--- config.mk ---
export PLATFORM = sky130hd
export DESIGN_NAME = key_debounce
export DESIGN_NICKNAME = d
export VERILOG_FILES = /design/src/rtl/key_debounce.sv
export SDC_FILE = /design/constraint.sdc
export NUM_CORES = 1
export LEC_CHECK = 0
export ABC_AREA = 1
export CORE_MARGIN = 2
export CORE_UTILIZATION = 55
export CTS_CLUSTER_DIAMETER = 60
export CTS_CLUSTER_SIZE = 20
export DETAILED_ROUTE_END_ITERATION = 10
export HOLD_SLACK_MARGIN = 0.03
export PLACE_DENSITY = 0.74
export SLEW_MARGIN = 20
export SYNTH_ARGS = -nofsm -noshare
export SYNTH_HDL_FRONTEND = slang
export SYNTH_SLANG_ARGS = --single-unit
--- constraint.sdc ---
create_clock -name clock -period 2.9 [get_ports clock]
set_input_delay 0.725 -clock clock [delete_from_list [all_inputs] [get_ports clock]]
set_output_delay 0.725 -clock clock [all_outputs]
set_load 0.05 [all_outputs]
--- src/rtl/key_debounce.sv ---
// Pushbutton front end: 2-flop sync, press/release debounce, down/up/long pulses.
// Optional auto-repeat of key_down while long-held: KEY_DEBOUNCE_AUTOREPEAT_EN.
module key_debounce #(
  parameter int KEY_ACTIVE_LOW  = 0,
  parameter int DEBOUNCE_CYCLES = 1024,
  parameter int LONG_CYCLES     = 65536,
  parameter int REPEAT_CYCLES   = 16384,
  parameter int CNT_W           = 17
) (
  input  logic clock,
  input  logic reset,
  input  logic key_in,
  output logic key_level,
  output logic key_down,
  output logic key_up,
  output logic key_long
);

  localparam int MAX_AB  = (DEBOUNCE_CYCLES > LONG_CYCLES)
                         ? DEBOUNCE_CYCLES : LONG_CYCLES;
  localparam int MAX_CYC = (MAX_AB > REPEAT_CYCLES)
                         ? MAX_AB : REPEAT_CYCLES;

  if (DEBOUNCE_CYCLES < 1 || LONG_CYCLES < 1 || REPEAT_CYCLES < 1
      || $clog2(MAX_CYC + 1) > CNT_W) begin : g_bad_cfg
    $error("key_debounce: bad cycle counts or CNT_W too small");
  end

  localparam logic REST_LVL = (KEY_ACTIVE_LOW != 0);

  localparam logic [CNT_W-1:0] DEB_N  = CNT_W'(DEBOUNCE_CYCLES);
  localparam logic [CNT_W-1:0] LONG_N = CNT_W'(LONG_CYCLES);
  localparam logic [CNT_W-1:0] ONE    = CNT_W'(1);
`ifdef KEY_DEBOUNCE_AUTOREPEAT_EN
  localparam logic [CNT_W-1:0] REP_N  = CNT_W'(REPEAT_CYCLES);
`endif

  typedef enum logic [2:0] {
    IDLE,
    PRESS_WAIT,
    HELD,
    LONG_HELD,
    RELEASE_WAIT
  } state_t;

  state_t           state;
  logic             ret_long;
  logic [CNT_W-1:0] cnt;
  logic [CNT_W-1:0] cnt_inc;
  logic             sync1;
  logic             sync2;
  logic             act;

  always_ff @(posedge clock or posedge reset) begin
    if (reset) begin
      sync1 <= REST_LVL;
      sync2 <= REST_LVL;
    end else begin
      sync1 <= key_in;
      sync2 <= sync1;
    end
  end

  assign act     = sync2 ^ REST_LVL;
  assign cnt_inc = cnt + ONE;

  // A one-cycle debounce accepts on the very first sample, so IDLE and
  // the hold states short-circuit the wait states in that case.
  always_ff @(posedge clock or posedge reset) begin
    if (reset) begin
      state     <= IDLE;
      ret_long  <= 1'b0;
      cnt       <= '0;
      key_level <= 1'b0;
      key_down  <= 1'b0;
      key_up    <= 1'b0;
      key_long  <= 1'b0;
    end else begin
      key_down <= 1'b0;
      key_up   <= 1'b0;
      key_long <= 1'b0;
      unique case (state)
        IDLE: begin
          if (act) begin
            if (DEB_N == ONE) begin
              state     <= HELD;
              cnt       <= '0;
              key_down  <= 1'b1;
              key_level <= 1'b1;
            end else begin
              state <= PRESS_WAIT;
              cnt   <= ONE;
            end
          end
        end
        PRESS_WAIT: begin
          if (!act) begin
            state <= IDLE;
            cnt   <= '0;
          end else if (cnt_inc == DEB_N) begin
            state     <= HELD;
            cnt       <= '0;
            key_down  <= 1'b1;
            key_level <= 1'b1;
          end else begin
            cnt <= cnt_inc;
          end
        end
        HELD: begin
          if (!act) begin
            ret_long <= 1'b0;
            if (DEB_N == ONE) begin
              state     <= IDLE;
              cnt       <= '0;
              key_up    <= 1'b1;
              key_level <= 1'b0;
            end else begin
              state <= RELEASE_WAIT;
              cnt   <= ONE;
            end
          end else if (cnt_inc == LONG_N) begin
            state    <= LONG_HELD;
            cnt      <= '0;
            key_long <= 1'b1;
          end else begin
            cnt <= cnt_inc;
          end
        end
        LONG_HELD: begin
          if (!act) begin
            ret_long <= 1'b1;
            if (DEB_N == ONE) begin
              state     <= IDLE;
              cnt       <= '0;
              key_up    <= 1'b1;
              key_level <= 1'b0;
            end else begin
              state <= RELEASE_WAIT;
              cnt   <= ONE;
            end
          end else begin
`ifdef KEY_DEBOUNCE_AUTOREPEAT_EN
            if (cnt_inc == REP_N) begin
              cnt      <= '0;
              key_down <= 1'b1;
            end else begin
              cnt <= cnt_inc;
            end
`else
            cnt <= '0;
`endif
          end
        end
        RELEASE_WAIT: begin
          if (act) begin
            state <= ret_long ? LONG_HELD : HELD;
            cnt   <= '0;
          end else if (cnt_inc == DEB_N) begin
            state     <= IDLE;
            cnt       <= '0;
            key_up    <= 1'b1;
            key_level <= 1'b0;
          end else begin
            cnt <= cnt_inc;
          end
        end
        default: begin
          state <= IDLE;
          cnt   <= '0;
        end
      endcase
    end
  end

endmodule

# --- Word level (Yosys, flattened, before mapping) ---
# Index checks and enable logic that the tools add are counted.
totals:
  elab_cells: 66
  inputBits: 3
  register_bits: 27
  output_inout_bits: 4
classes:
  muxes: 34
  reduce_logical: 6
  n_eq_ne: 16
  add_sub_neg: 1
ops:
  columns: ["op", "n"]
  rows:
  - ["2-to-1 mux 17 bit", 6]
  - ["case mux 17 bit (5 select lines)", 1]
  - ["2-to-1 mux 3 bit", 8]
  - ["adder 17 x 1 -> 17 bit, second input constant", 1]
  - ["equality test 17 x 11 -> 1 bit, second input constant", 1]
  - ["equality test 17 bit, second input constant", 1]
  - ["2-to-1 mux 1 bit", 16]
  - ["case mux 3 bit (5 select lines)", 1]
  - ["inequality test 2 bit, second input constant", 7]
  - ["AND reduction 5 bit", 2]
  - ["inequality test 3 bit, second input constant", 3]
  - ["equality test 3 x 2 -> 1 bit, second input constant", 2]
  - ["case mux 1 bit (2 select lines)", 2]
  - ["nonzero test 2 bit", 2]
  - ["equality test 3 x 1 -> 1 bit, second input constant", 1]
  - ["equality test 3 bit, second input constant", 1]
  - ["logical NOT 3 bit", 1]
  - ["AND reduction 3 bit", 1]

# --- Logic depth before layout (Yosys ltp) ---
# Gate-level depths: netlist of run 1.
logic_depth:
  depth_word: 5
  ltp_mapped: 16
  ltp_nobuf: 16

# --- Least setup slack after synthesis of run 1 ---
# Ideal clock, no wire load.
synth_path:
  kind: "register to register"
  start: "register cnt[0]"
  end: "register state[2]"
  setup_slack_ns: 0.917
  path_buffers: 1
  setup_ns: 0.129
  path_stages_with_launch: 14
  arrival_ns: 1.854
  required_time_ns: 2.771
  period_less_slack_ns: 1.983
  cell_sequence: "dfrtp_1 > ha_1 > nand3_2 > nor2_4 > nand3b_1 > inv_1 > nand2_1 > xor2_1 > nand3_2 > nand2_2 > nand2_2 > buf_6 > nor2_4 > o21ai_0"
synth_between:
  elab_chain_len: 4
  elab_cells_between_ends: 7
  classes_between: "1 x add/sub; 5 x eq/ne; 1 x reduce/logical"
synth_rtl:
  columns: ["element", "line", "rtl"]
  rows:
  - ["start: declaration", "48", "logic [CNT_W-1:0] cnt;"]
  - ["start signal: assignment", "106", "cnt <= cnt_inc;"]
  - ["start signal: assignment", "126", "cnt <= cnt_inc;"]
  - ["start signal: assignment", "164", "cnt <= cnt_inc;"]
  - ["adder 17 x 1 -> 17 bit (*)", "65", "assign cnt_inc = cnt + ONE;"]
  - ["equality test 17 bit or equality test 17 x 11 -> 1 bit (tied branches)", "121, 100, 158", null]
  - ["inequality test 3 bit (no source line)", null, null]
  - ["AND reduction 5 bit (no source line) (*)", null, null]
  - ["end signal: assignment", "156", "state <= ret_long ? LONG_HELD : HELD;"]
  - ["end: declaration", "46", "state_t state;"]
# Mark *: on every way between the ends. The rest lies on a longest branch, timed or not.
# A chain may end at the register's enable or synchronous reset.

# --- Worst setup path after layout of run 1 ---
layout_path:
  start: "register cnt[1]"
  end: "register cnt[12]"
layout_between:
  elab_chain_len: 5
  elab_cells_between_ends: 9
  classes_between: "1 x add/sub; 2 x eq/ne; 6 x mux"
layout_rtl:
  columns: ["element", "line", "rtl"]
  rows:
  - ["adder 17 x 1 -> 17 bit (*)", "65", null]
  - ["equality test 17 x 11 -> 1 bit or equality test 17 bit (tied branches)", "100, 158, 121", null]
  - ["2-to-1 mux 17 bit, on equally long branches", "100, 158, 121", null]
  - ["2-to-1 mux 17 bit, on equally long branches", "155, 110, 97", null]
  - ["case mux 17 bit (5 select lines) (*)", "82", "unique case (state)"]
# Marks and branches as above.

==> metrics.txt, run 1 <==
result of the run finished, violations left; violations in the final reports DRC; cell taking the most area after synthesis sky130_fd_sc_hd__dfrtp_1; detailed-route vias per instance 5.37; first element of the critical path cnt[1]; Hold Fails Final Rpt 0; Via Count 1477; number of gates resized after cts 0; final net count around 250; proportion of synthesized chip area in sequential cells between 40 and 50%; Min-Delay Path Class reg2reg; Data required, critical path about 3.1 ns; Die ar. ~3500 sq um; Mapped Nets approximately 240; Worst setup EP type register; clock latency on the worst-skew pair roughly 0.32 ns; number of setup violations in the final report 0; Die Y-Extent 58.8 microns; diode count 0; maximum vdd drop between 0.4 and 0.5 mV; worst-case register-to-register setup slack between 0.4 and 0.5 ns; proportion of netlist area held by the largest area contributor approximately two fifths; type of the worst setup path reg2reg; CTS buffer count 3; synthesized cell area roughly 1700 sq um; sum of routed wire length over all layers 3370 microns; pin count of the biggest net entering global routing 28; total power density per cell area around 540 nW/um^2; Worst-Margin Slew roughly 0.50 ns; RSZ-0062 raised after global routing no; count of distinct cell types in the synthesized netlist 25; GRT Residual Overflow 0; count of input and output buffers 6; aggregate global-route resource usage 21.8%; cells taking the most area after synthesis sky130_fd_sc_hd__dfrtp_1 41%, sky130_fd_sc_hd__nand2_1 17%, sky130_fd_sc_hd__inv_1 7.3%; estimated wirelength of the detail-placed design approximately 2500 microns; hold bufs inserted after CTS 0; worst-case clock buffer depth 2; total negative setup slack 0 ns; io pins 7; cell with the largest stage delay on the worst path sky130_fd_sc_hd__dfrtp_1; Slowest Stage Delay on Critical Path 0.41 ns; number of maximum-capacitance violations 0; clock tree from TritonCTS done; yosys synthesis warning count 0; clock-pin transition on the worst setup and hold timing paths about 0.15 ns; Slew Viols, Final 0; final worst-path cycle share between 80 and 90%; number of antenna violations at the first check in global routing 0; placeable core area roughly 2800 sq um; standard-cell row count 19; startpoint types register; number of buffers inserted by post-CTS setup repair 0; Max Clock Freq ~0.41 GHz; clock root buffer sky130_fd_sc_hd__clkbuf_4; power consumption slightly below 1 mW; cell chain of the critical path ha_1 -> nand3_2 -> nor2_4 -> nand3b_1 -> inv_1 -> nand2_1 -> xor2_1 -> nand3_2 -> nand2_2 -> nand2_2 -> inv_1 -> o22ai_1; Initial DRC Count around 130; CTS HTree Levels 1; Antenna Violating Nets Remaining 0; count of mapped cells out of synthesis ~230; global-route wire length before repair ~5800 microns; total number of clock tree sinks 27; total DRC errors in the routed layout 1; x dimension of the die slightly below 60 microns; initial cell density of the core ~60%; final period demand of the worst path about 2.4 ns; average cell area after synthesis ~7 sq um; Yosys reg bits 27; final weighted congestion in routability-driven placement around 0.9; end of the critical path cnt[12]; fraction of final layout cells sized beyond drive strength 1 approximately 9%; final routed wire length divided by cell count approximately 12 microns; post-synthesis to final-layout area growth 7.56%; relative slew slack between 60 and 70%; Crit Reg-Reg Startpoint cnt[1]; reg2reg end cnt[12]; count of TritonRoute iterations in the first routing pass 7; worst clock skew on the final layout around 0.007 ns; CP max FO 11; worst r2r path cells 12; data arrival time of the worst path ~2.7 ns; leakage power roughly 0.8 nW; via count of the first global-routing pass 1289
-- kinds of logic after synthesis --
| logic type | share of synthesized area [%] |
|---|---|
| compound gates | 10.3 |
| xor+xnor | 1.59 |
| fa+ha+maj | 0.756 |
| buf+inv | 8.47 |
| flops | 40.8 |
| simple gates | 38.0 |
-- layout by cell type (no fill, tap or decap), drive strengths merged --
cell type,Yosys,final
clkbuf,0,3
o2bb2ai,1,1
o21ai,20,20
inv,32,32
nand3,18,18
o311ai,1,1
buf,2,2
nand2,78,78
xnor2,1,1
nand4,6,6
a21oi,2,2
nor2,31,31
o211ai,1,1
nor3,4,4
nand3b,1,1
clkdlybuf4s50,0,6
xor2,2,2
clkinv,1,2
ha,1,1
o22ai,5,5
dfrtp,27,27
-- area by class of cell --
| cell class | count | area (sq um) |
|---|---|---|
| Fill cell | 260 | 1030 |
| Multi-Input combinational cell | 172 | 838 |
| Sequential cell | 27 | 676 |
| Inverter | 33 | 124 |
| Timing Repair Buffer | 8 | 75.1 |
| Tap cell | 31 | 38.8 |
| Clock buffer | 3 | 22.5 |
| Clock inverter | 1 | 5.00 |
-- critical path: cells and delay by family, from the launching register on --
kind	cells	cell delay, ns
XOR/XNOR	1	0.25
AO/OA/AOI/OAI	1	0.12
buffers and inverters	2	0.31
flip-flops	1	0.41
adder cells (fa/ha/maj)	1	0.24
AND/OR/NAND/NOR	7	0.99
-- registers in the layout (all words and copies together), names as in the netlist --
signal	cells
key_level	1
sync1	1
ret_long	1
key_down	1
key_long	1
cnt	17
act	1
state	3
key_up	1
-- cell usage after synthesis (all sizes together) --
cell / count
nand3b: 1
nor2: 31
xor2: 2
o22ai: 5
o311ai: 1
buf: 2
nand4: 6
dfrtp: 27
ha: 1
nand3: 18
a21oi: 2
xnor2: 1
nor3: 4
nand2: 78
o211ai: 1
o2bb2ai: 1
inv: 32
o21ai: 20
clkinv: 1
-- report_power, final --
group	internal (mW)	leakage [nW]	switching (mW)
Combinational	0.106	0.424	0.238
Sequential	0.420	0.365	0.0375
Clock	0.0516	0.0177	0.113
-- worst min-delay path by stage --
stage	start	end	cells past startpoint
after global placement	sync1	act	0
after CTS	sync1	act	0
final	sync1	act	0
after global routing	sync1	act	0
after floorplan	sync1	act	0
after detailed placement	sync1	act	0
-- layer usage --
layer | GRT usage, % | vias to the layer above | wire length (microns)
met4 | 6.82 | 0 | 20
li1 | - | 773 | -
met5 | 0 | - | 0
met3 | 2.20 | 2 | 117
met2 | 32.9 | 29 | 1510
met1 | 33.0 | 673 | 1730
-- through the flow --
| step | worst slack [ns] | cell area, sq um | util [%] | std cells | hold slack [ns] |
|---|---|---|---|---|---|
| floorplan | 0.917 | 1650 | - | 234 | 0.331 |
| global placement | 0.583 | 1750 | 62.4 | 271 | 0.333 |
| detailed placement | 0.485 | 1750 | 62.4 | 271 | 0.338 |
| CTS | 0.477 | 1780 | 63.4 | 275 | 0.372 |
| global route | 0.220 | 1780 | 63.4 | 275 | 0.389 |
| finish | 0.465 | 1780 | 63.4 | 275 | 0.368 |
Note: power is estimated with default switching activity, not from simulation.
==> run 2, diff against run 1 <==
==> constraint.sdc (replaced) <==
create_clock -name clock -period 2.35 [get_ports clock]
set_input_delay 0.5875 -clock clock [delete_from_list [all_inputs] [get_ports clock]]
set_output_delay 0.5875 -clock clock [all_outputs]
set_load 0.05 [all_outputs]
==> run 2 against run 1 <==
The flow still finishes with violations (DRC). First-iteration DRC count decreased by 40%. Worst setup slack got worse by 0.29 ns. Flip-flop and latch count unchanged. Power increased by 29%. Core utilization increased by 2.4 points. Highest routed layer unchanged.
==> metrics.txt, run 2 (synthesis gave the netlist of run 1 again) <==
detailed-route vias per instance around 5.4; final routed wire length divided by cell count 12.3 microns; number of filler instances in the final layout 260; aggregate global-route resource usage ~22%; sequential share of power 46.5%; cell with the largest stage delay on the worst path sky130_fd_sc_hd__dfrtp_2; clock root buffer sky130_fd_sc_hd__clkbuf_4; worst slack after detailed placement approximately 0.037 ns; Data required, critical path about 2.6 ns; estimated wirelength of the detail-placed design about 2600 microns; reg2reg end cnt[6]; Max Clock Freq roughly 0.46 GHz; clock-pin transition on the worst setup and hold timing paths ~0.15 ns; Hold Fails Final Rpt 0; CTS HTree Levels 1; leakage power 0.824 nW; number of setup violations in the final report 0; initial cell density of the core 59.0%; placeable core area 2810 sq um; worst r2r path cells 15; flip-flop count of the largest register, all copies and words added 17; hold bufs inserted after CTS 0; worst-case register-to-register setup slack between 0.15 and 0.2 ns; final period demand of the worst path ~2.2 ns; count of input and output buffers 6; sum of routed wire length over all layers 3460 microns; cell chain of the critical path ha_4 -> nand3_2 -> nor2_2 -> buf_4 -> nand2_1 -> nand2_1 -> nor2_1 -> nand2_1 -> nor2_1 -> nand3_2 -> nand2_2 -> nand2_4 -> buf_4 -> nand2_1 -> o21ai_0; data arrival time of the worst path between 2 and 2.5 ns; Via Count about 1.5k; total negative setup slack 0 ns; worst-case clock buffer depth 2; final core utilization around two thirds; CP max FO 7; switching pwr approximately 500 uW; hold depth 0; Power Internal 738 uW; maximum vdd drop ~0.57 mV; Final Hold Slack ~0.4 ns; net switching fraction of the power between 40% and 50%; type of the worst setup path reg2reg; Worst-Margin Slew a little under 0.5 ns; startpoint types register; commonest non-fill, non-tap cell in the layout sky130_fd_sc_hd__nand2_1; Largest Register cnt; final net count 254; total power density per cell area just under 700 nW/um^2; Die ar. about 3500 sq um; CTS buffer count 3; total DRC errors in the routed layout 1; io pins 7; Die Y-Extent roughly 59 microns; clock tree from TritonCTS done; pin count of the biggest net entering global routing 28; global-route wire length before repair 5850 microns; final weighted congestion in routability-driven placement around 0.94; number of cells on the critical path 15; Min-Delay Path Class reg2reg; relative slew slack between 60% and 70%; clock latency on the worst-skew pair approximately 0.34 ns; count of TritonRoute iterations in the first routing pass 8; standard-cell row count 19; worst-case setup margin in the final layout 0.173 ns; diode count 0; placed cell areas 1770 sq um; final worst-path cycle share between 90 and 100%; result of the run finished, violations left; GRT Residual Overflow 0; Gate power share between 30 and 40%; Initial DRC Count between 70 and 80; total number of clock tree sinks 27; end of the critical path cnt[6]; highest-count cells in the layout ignoring fill and taps 73 x sky130_fd_sc_hd__nand2_1, 31 x sky130_fd_sc_hd__inv_1, 25 x sky130_fd_sc_hd__dfrtp_1; number of maximum-capacitance violations 0; post-synthesis to final-layout area growth 11.6%; count of buffer and inverter cells on the critical path 2; clock network fraction of total power between 15 and 20%; storage element area 678 sq um; Worst setup EP type register; most frequent CP cell sky130_fd_sc_hd__nand2_1; kind of cell adding the most delay to the critical path simple AND/OR/NAND/NOR gates; multi-input combinational cell area 872 sq um; number of antenna violations at the first check in global routing 0; Crit Reg-Reg Startpoint cnt[0]; x dimension of the die between 50 and 60 microns; Slowest Stage Delay on Critical Path 0.47 ns; worst clock skew on the final layout ~0.011 ns; fraction of final layout cells sized beyond drive strength 1 a little over an eighth; first element of the critical path cnt[0]; Slew Viols, Final 0; Antenna Violating Nets Remaining 0; violations in the final reports DRC; via count of the first global-routing pass between 1k and 1.5k; largest registers in the final layout cnt x17, state x3; final std cell area, no fill around 1800 sq um
## run 2: cell count changes in the layout (fill, tap and decap cells not counted), moves of 2 or more
cell | previous run | this run
sky130_fd_sc_hd__dfrtp_1 | 27 | 25
sky130_fd_sc_hd__buf_4 | 2 | 6
sky130_fd_sc_hd__dfrtp_2 | 0 | 2
sky130_fd_sc_hd__nor2_2 | 3 | 5
## run 2: worst min path at each step
stage                      from  slack (ns)  endpoint
after detailed placement  sync1        0.35       act
after floorplan           sync1        0.33       act
final                     sync1        0.39       act
after global placement    sync1        0.33       act
after CTS                 sync1        0.39       act
after global routing      sync1        0.40       act
## run 2: layer usage
metal  wire [microns]  track usage, %
met1             1670            29.4
met2             1590            37.0
met3              152            2.64
met4               51            8.12
met5                0               0
## run 2: stage by stage
stage | power [mW] | instances
6_report | 1.24 | 280
2_1_floorplan | 0.905 | 234
5_1_grt | 1.35 | 280
3_5_place_dp | 1.02 | 274
3_3_place_gp | 1.01 | 274
4_1_cts | 1.22 | 278
## run 2: cell type report
cell class | instances | share of cell area [%]
multi-input cells | 173 | 47.3
flip-flops and latches | 27 | 36.7
inverters | 33 | 6.71
repair buffers | 12 | 5.69
well taps | 31 | 2.10
clock buffers | 3 | 1.22
clock inverters | 1 | 0.271
## run 2: timing repair
item	CTS	global route
endpoints found under the hold margin	0	0
gates resized for setup	1	7
buffers inserted	0	1
cloned	0	1
setup endpoints to repair	1	19
pin swaps	0	2
## run 2: worst reg2reg max path, delay by kind of cell, from the launching register on
kind | cells | cell delay [ns]
AND/OR/NAND/NOR | 11 | 1.04
adder cells (fa/ha/maj) | 1 | 0.18
buffers and inverters | 2 | 0.31
AO/OA/AOI/OAI | 1 | 0.07
flip-flops | 1 | 0.47
## run 2: power groups by stage
| stage | Clock, mW | Sequential (mW) | Combinational (mW) |
|---|---|---|---|
| after global routing | 0.227 | 0.587 | 0.532 |
| final | 0.206 | 0.578 | 0.458 |
| after CTS | 0.211 | 0.566 | 0.446 |
| after floorplan | 0 | 0.564 | 0.341 |
| after global placement | 0 | 0.571 | 0.440 |
| after detailed placement | 0 | 0.575 | 0.443 |
==> run 3, diff against run 2 <==
--- a/config.mk
+++ b/config.mk
@@ -7,12 +7,13 @@
 export LEC_CHECK = 0
 export ABC_AREA = 1
 export CORE_MARGIN = 2
-export CORE_UTILIZATION = 55
+export CORE_UTILIZATION = 54
 export CTS_CLUSTER_DIAMETER = 60
 export CTS_CLUSTER_SIZE = 20
 export DETAILED_ROUTE_END_ITERATION = 10
 export HOLD_SLACK_MARGIN = 0.03
-export PLACE_DENSITY = 0.74
+export MAX_ROUTING_LAYER = met4
+export PLACE_DENSITY = 0.76
 export SLEW_MARGIN = 20
 export SYNTH_ARGS = -nofsm -noshare
 export SYNTH_HDL_FRONTEND = slang
==> constraint.sdc (replaced) <==
create_clock -name clock -period 1.8 [get_ports clock]
set_input_delay 0.45 -clock clock [delete_from_list [all_inputs] [get_ports clock]]
set_output_delay 0.45 -clock clock [all_outputs]
set_load 0.05 [all_outputs]
==> run 3 against run 2 <==
The run ends with setup timing left. Worst hold slack lost 0.016 ns. First-iteration DRC count grew 62%. Count of clock-buffer cells in the layout is the same. Register-to-register slack lost 0.67 ns. Final cell count grew 19%. Combinational power grew 120%. Critical path depth shrank 1. Critical path type unchanged.
==> metrics.txt, run 3 (synthesis gave the netlist of run 1 again) <==
aggregate global-route resource usage 29.5%; Worst setup EP type register; type of the worst setup path reg2reg; CTS HTree Levels 1; sum of routed wire length over all layers between 5000 and 6000 microns; net switching fraction of the power 43.2%; violations in the final reports setup timing; io pins 7; Power Internal around 1.2 mW; relative slew slack 69.3%; final std cell area, no fill between 2000 and 2500 sq um; commonest non-fill, non-tap cell in the layout sky130_fd_sc_hd__nand2_1; x dimension of the die 59.3 microns; count of input and output buffers 6; worst clock skew on the final layout around 0.0062 ns; cell with the largest stage delay on the worst path sky130_fd_sc_hd__dfrtp_1; worst-case clock buffer depth 2; cell chain of the critical path ha_4 -> nand3_4 -> buf_4 -> o21ai_1 -> nand2_1 -> nor2_4 -> nand2_2 -> nor2_2 -> nand3_2 -> nand2_4 -> buf_6 -> nand4_1 -> nand2_1 -> nand2_1; startpoint types register; Die Y-Extent 59.3 microns; diode count 0; final period demand of the worst path between 2 and 2.5 ns; Final Hold Slack 0.374 ns; number of antenna violations at the first check in global routing 0; final weighted congestion in routability-driven placement 0.866; clock latency on the worst-skew pair 0.35 ns; Antenna Violating Nets Remaining 0; initial cell density of the core a little under three fifths; fraction of final layout cells sized beyond drive strength 1 between 40% and 50%; RSZ-0062 raised after global routing yes; final worst-path cycle share 127%; Hold Fails Final Rpt 0; worst-case register-to-register setup slack -0.49 ns; Max Clock Freq 0.436 GHz; clock root buffer sky130_fd_sc_hd__clkbuf_4; met1 routed wirelength after detailed routing 2160 microns; final routed wire length divided by cell count around 17 microns; final net count 304; total DRC errors in the routed layout 0; kind of cell adding the most delay to the critical path simple AND/OR/NAND/NOR gates; Initial DRC Count 128; estimated wirelength of the detail-placed design around 2800 microns; data arrival time of the worst path ~2.5 ns; sequential share of power a little under two fifths; number of setup violations in the final report 24; standard-cell row count 20; CP max FO 3; leakage power approximately 1.2 nW; placeable core area a little under 3000 sq um; global-route wire length before repair 7650 microns; Largest Register cnt; switching pwr just under 900 uW; total number of clock tree sinks 27; Detail Route met2 WL about 2800 microns; clock tree from TritonCTS done; top layer in use met4; pin count of the biggest net entering global routing 28; maximum vdd drop about 0.9 mV; Via Count 1986; Gate power share between 40% and 50%; number of maximum-capacitance violations 0; worst-case setup margin in the final layout -0.494 ns; Slowest Stage Delay on Critical Path around 0.45 ns; flip-flop count of the largest register, all copies and words added 17; clock-pin transition on the worst setup and hold timing paths ~0.15 ns; routed wire length on met3 between 400 and 500 microns; count of TritonRoute iterations in the first routing pass 5; post-synthesis to final-layout area growth 47.4%; Data required, critical path slightly above 2 ns; count of buffer and inverter cells on the critical path 2; Min-Delay Path Class reg2reg; CTS buffer count 3; total power density per cell area roughly 850 nW/um^2; clock network fraction of total power 13.9%; GRT Residual Overflow 0; placed cell areas approximately 2000 sq um; via count of the first global-routing pass 1741; largest registers in the final layout cnt x17, state x3; number of filler instances in the final layout around 180; Die ar. between 3000 and 4000 sq um; highest-count cells in the layout ignoring fill and taps 51 x sky130_fd_sc_hd__nand2_1, 50 x sky130_fd_sc_hd__buf_4, 30 x sky130_fd_sc_hd__inv_1; Worst-Margin Slew roughly 0.46 ns; most frequent CP cell sky130_fd_sc_hd__nand2_1; result of the run finished, violations left; detailed-route vias per instance ~6; Slew Viols, Final 0
run 3: cell types whose count changed in the layout (fill, tap and decap cells not counted), sizes merged:
cell / previous run / this run
buf: 6 / 61
clkdlybuf4s50: 6 / 2
nor2: 32 / 31
run 3: area by class of cell:
type	instances	area (sq um)	area share [%]
repair buffers	63	519	21.3
clock inverters	1	5.00	0.205
multi-input cells	172	1050	42.9
inverters	33	126	5.18
flip-flops and latches	27	677	27.8
clock buffers	3	22.5	0.924
well taps	33	41.3	1.69
run 3: worst paths after layout:
kind                            startpoint       end  cells after the start
max in group asynchronous            reset    cnt[3]                      3
min in group asynchronous            reset    cnt[2]                      3
worst max register to register      cnt[1]  state[0]                     14
worst min register to register       sync1       act                      0
worst min-delay path                 sync1       act                      0
worst max-delay path                cnt[1]  state[0]                     14
run 3: routing by layer:
| metal | vias up | global-route usage [%] |
|---|---|---|
| met5 | - | - |
| met4 | 0 | 12.3 |
| met3 | 33 | 3.06 |
| met2 | 135 | 47.6 |
| met1 | 938 | 37.6 |
| li1 | 880 | - |
run 3: power groups by stage:
stage | registers (mW) | clock network, mW | logic (mW)
6_report | 0.760 | 0.287 | 1.02
5_1_grt | 0.764 | 0.306 | 1.08
4_1_cts | 0.733 | 0.276 | 0.827
3_5_place_dp | 0.744 | 0 | 0.712
3_3_place_gp | 0.740 | 0 | 0.707
2_1_floorplan | 0.737 | 0 | 0.452
run 3: stage by stage:
step                instances  TNS (ns)  util, %  power, mW  setup slack (ns)
detailed placement        310     -5.17     68.3       1.46            -0.327
floorplan                 234     -1.62        -       1.19            -0.149
global placement          310     -4.19     68.3       1.45            -0.247
finish                    332     -8.80     81.8       2.07            -0.494
CTS                       326     -5.80     74.9       1.84            -0.298
global route              332    -11.81     81.8       2.15            -0.588
run 3: repair_timing:
action / 4_1_cts / 5_1_grt
setup buffers: 13 / 8
resized for setup: 28 / 48
gates cloned: 0 / 0
endpoints found under the setup margin: 24 / 24
hold buffers: 0 / 0
pin swaps: 15 / 26
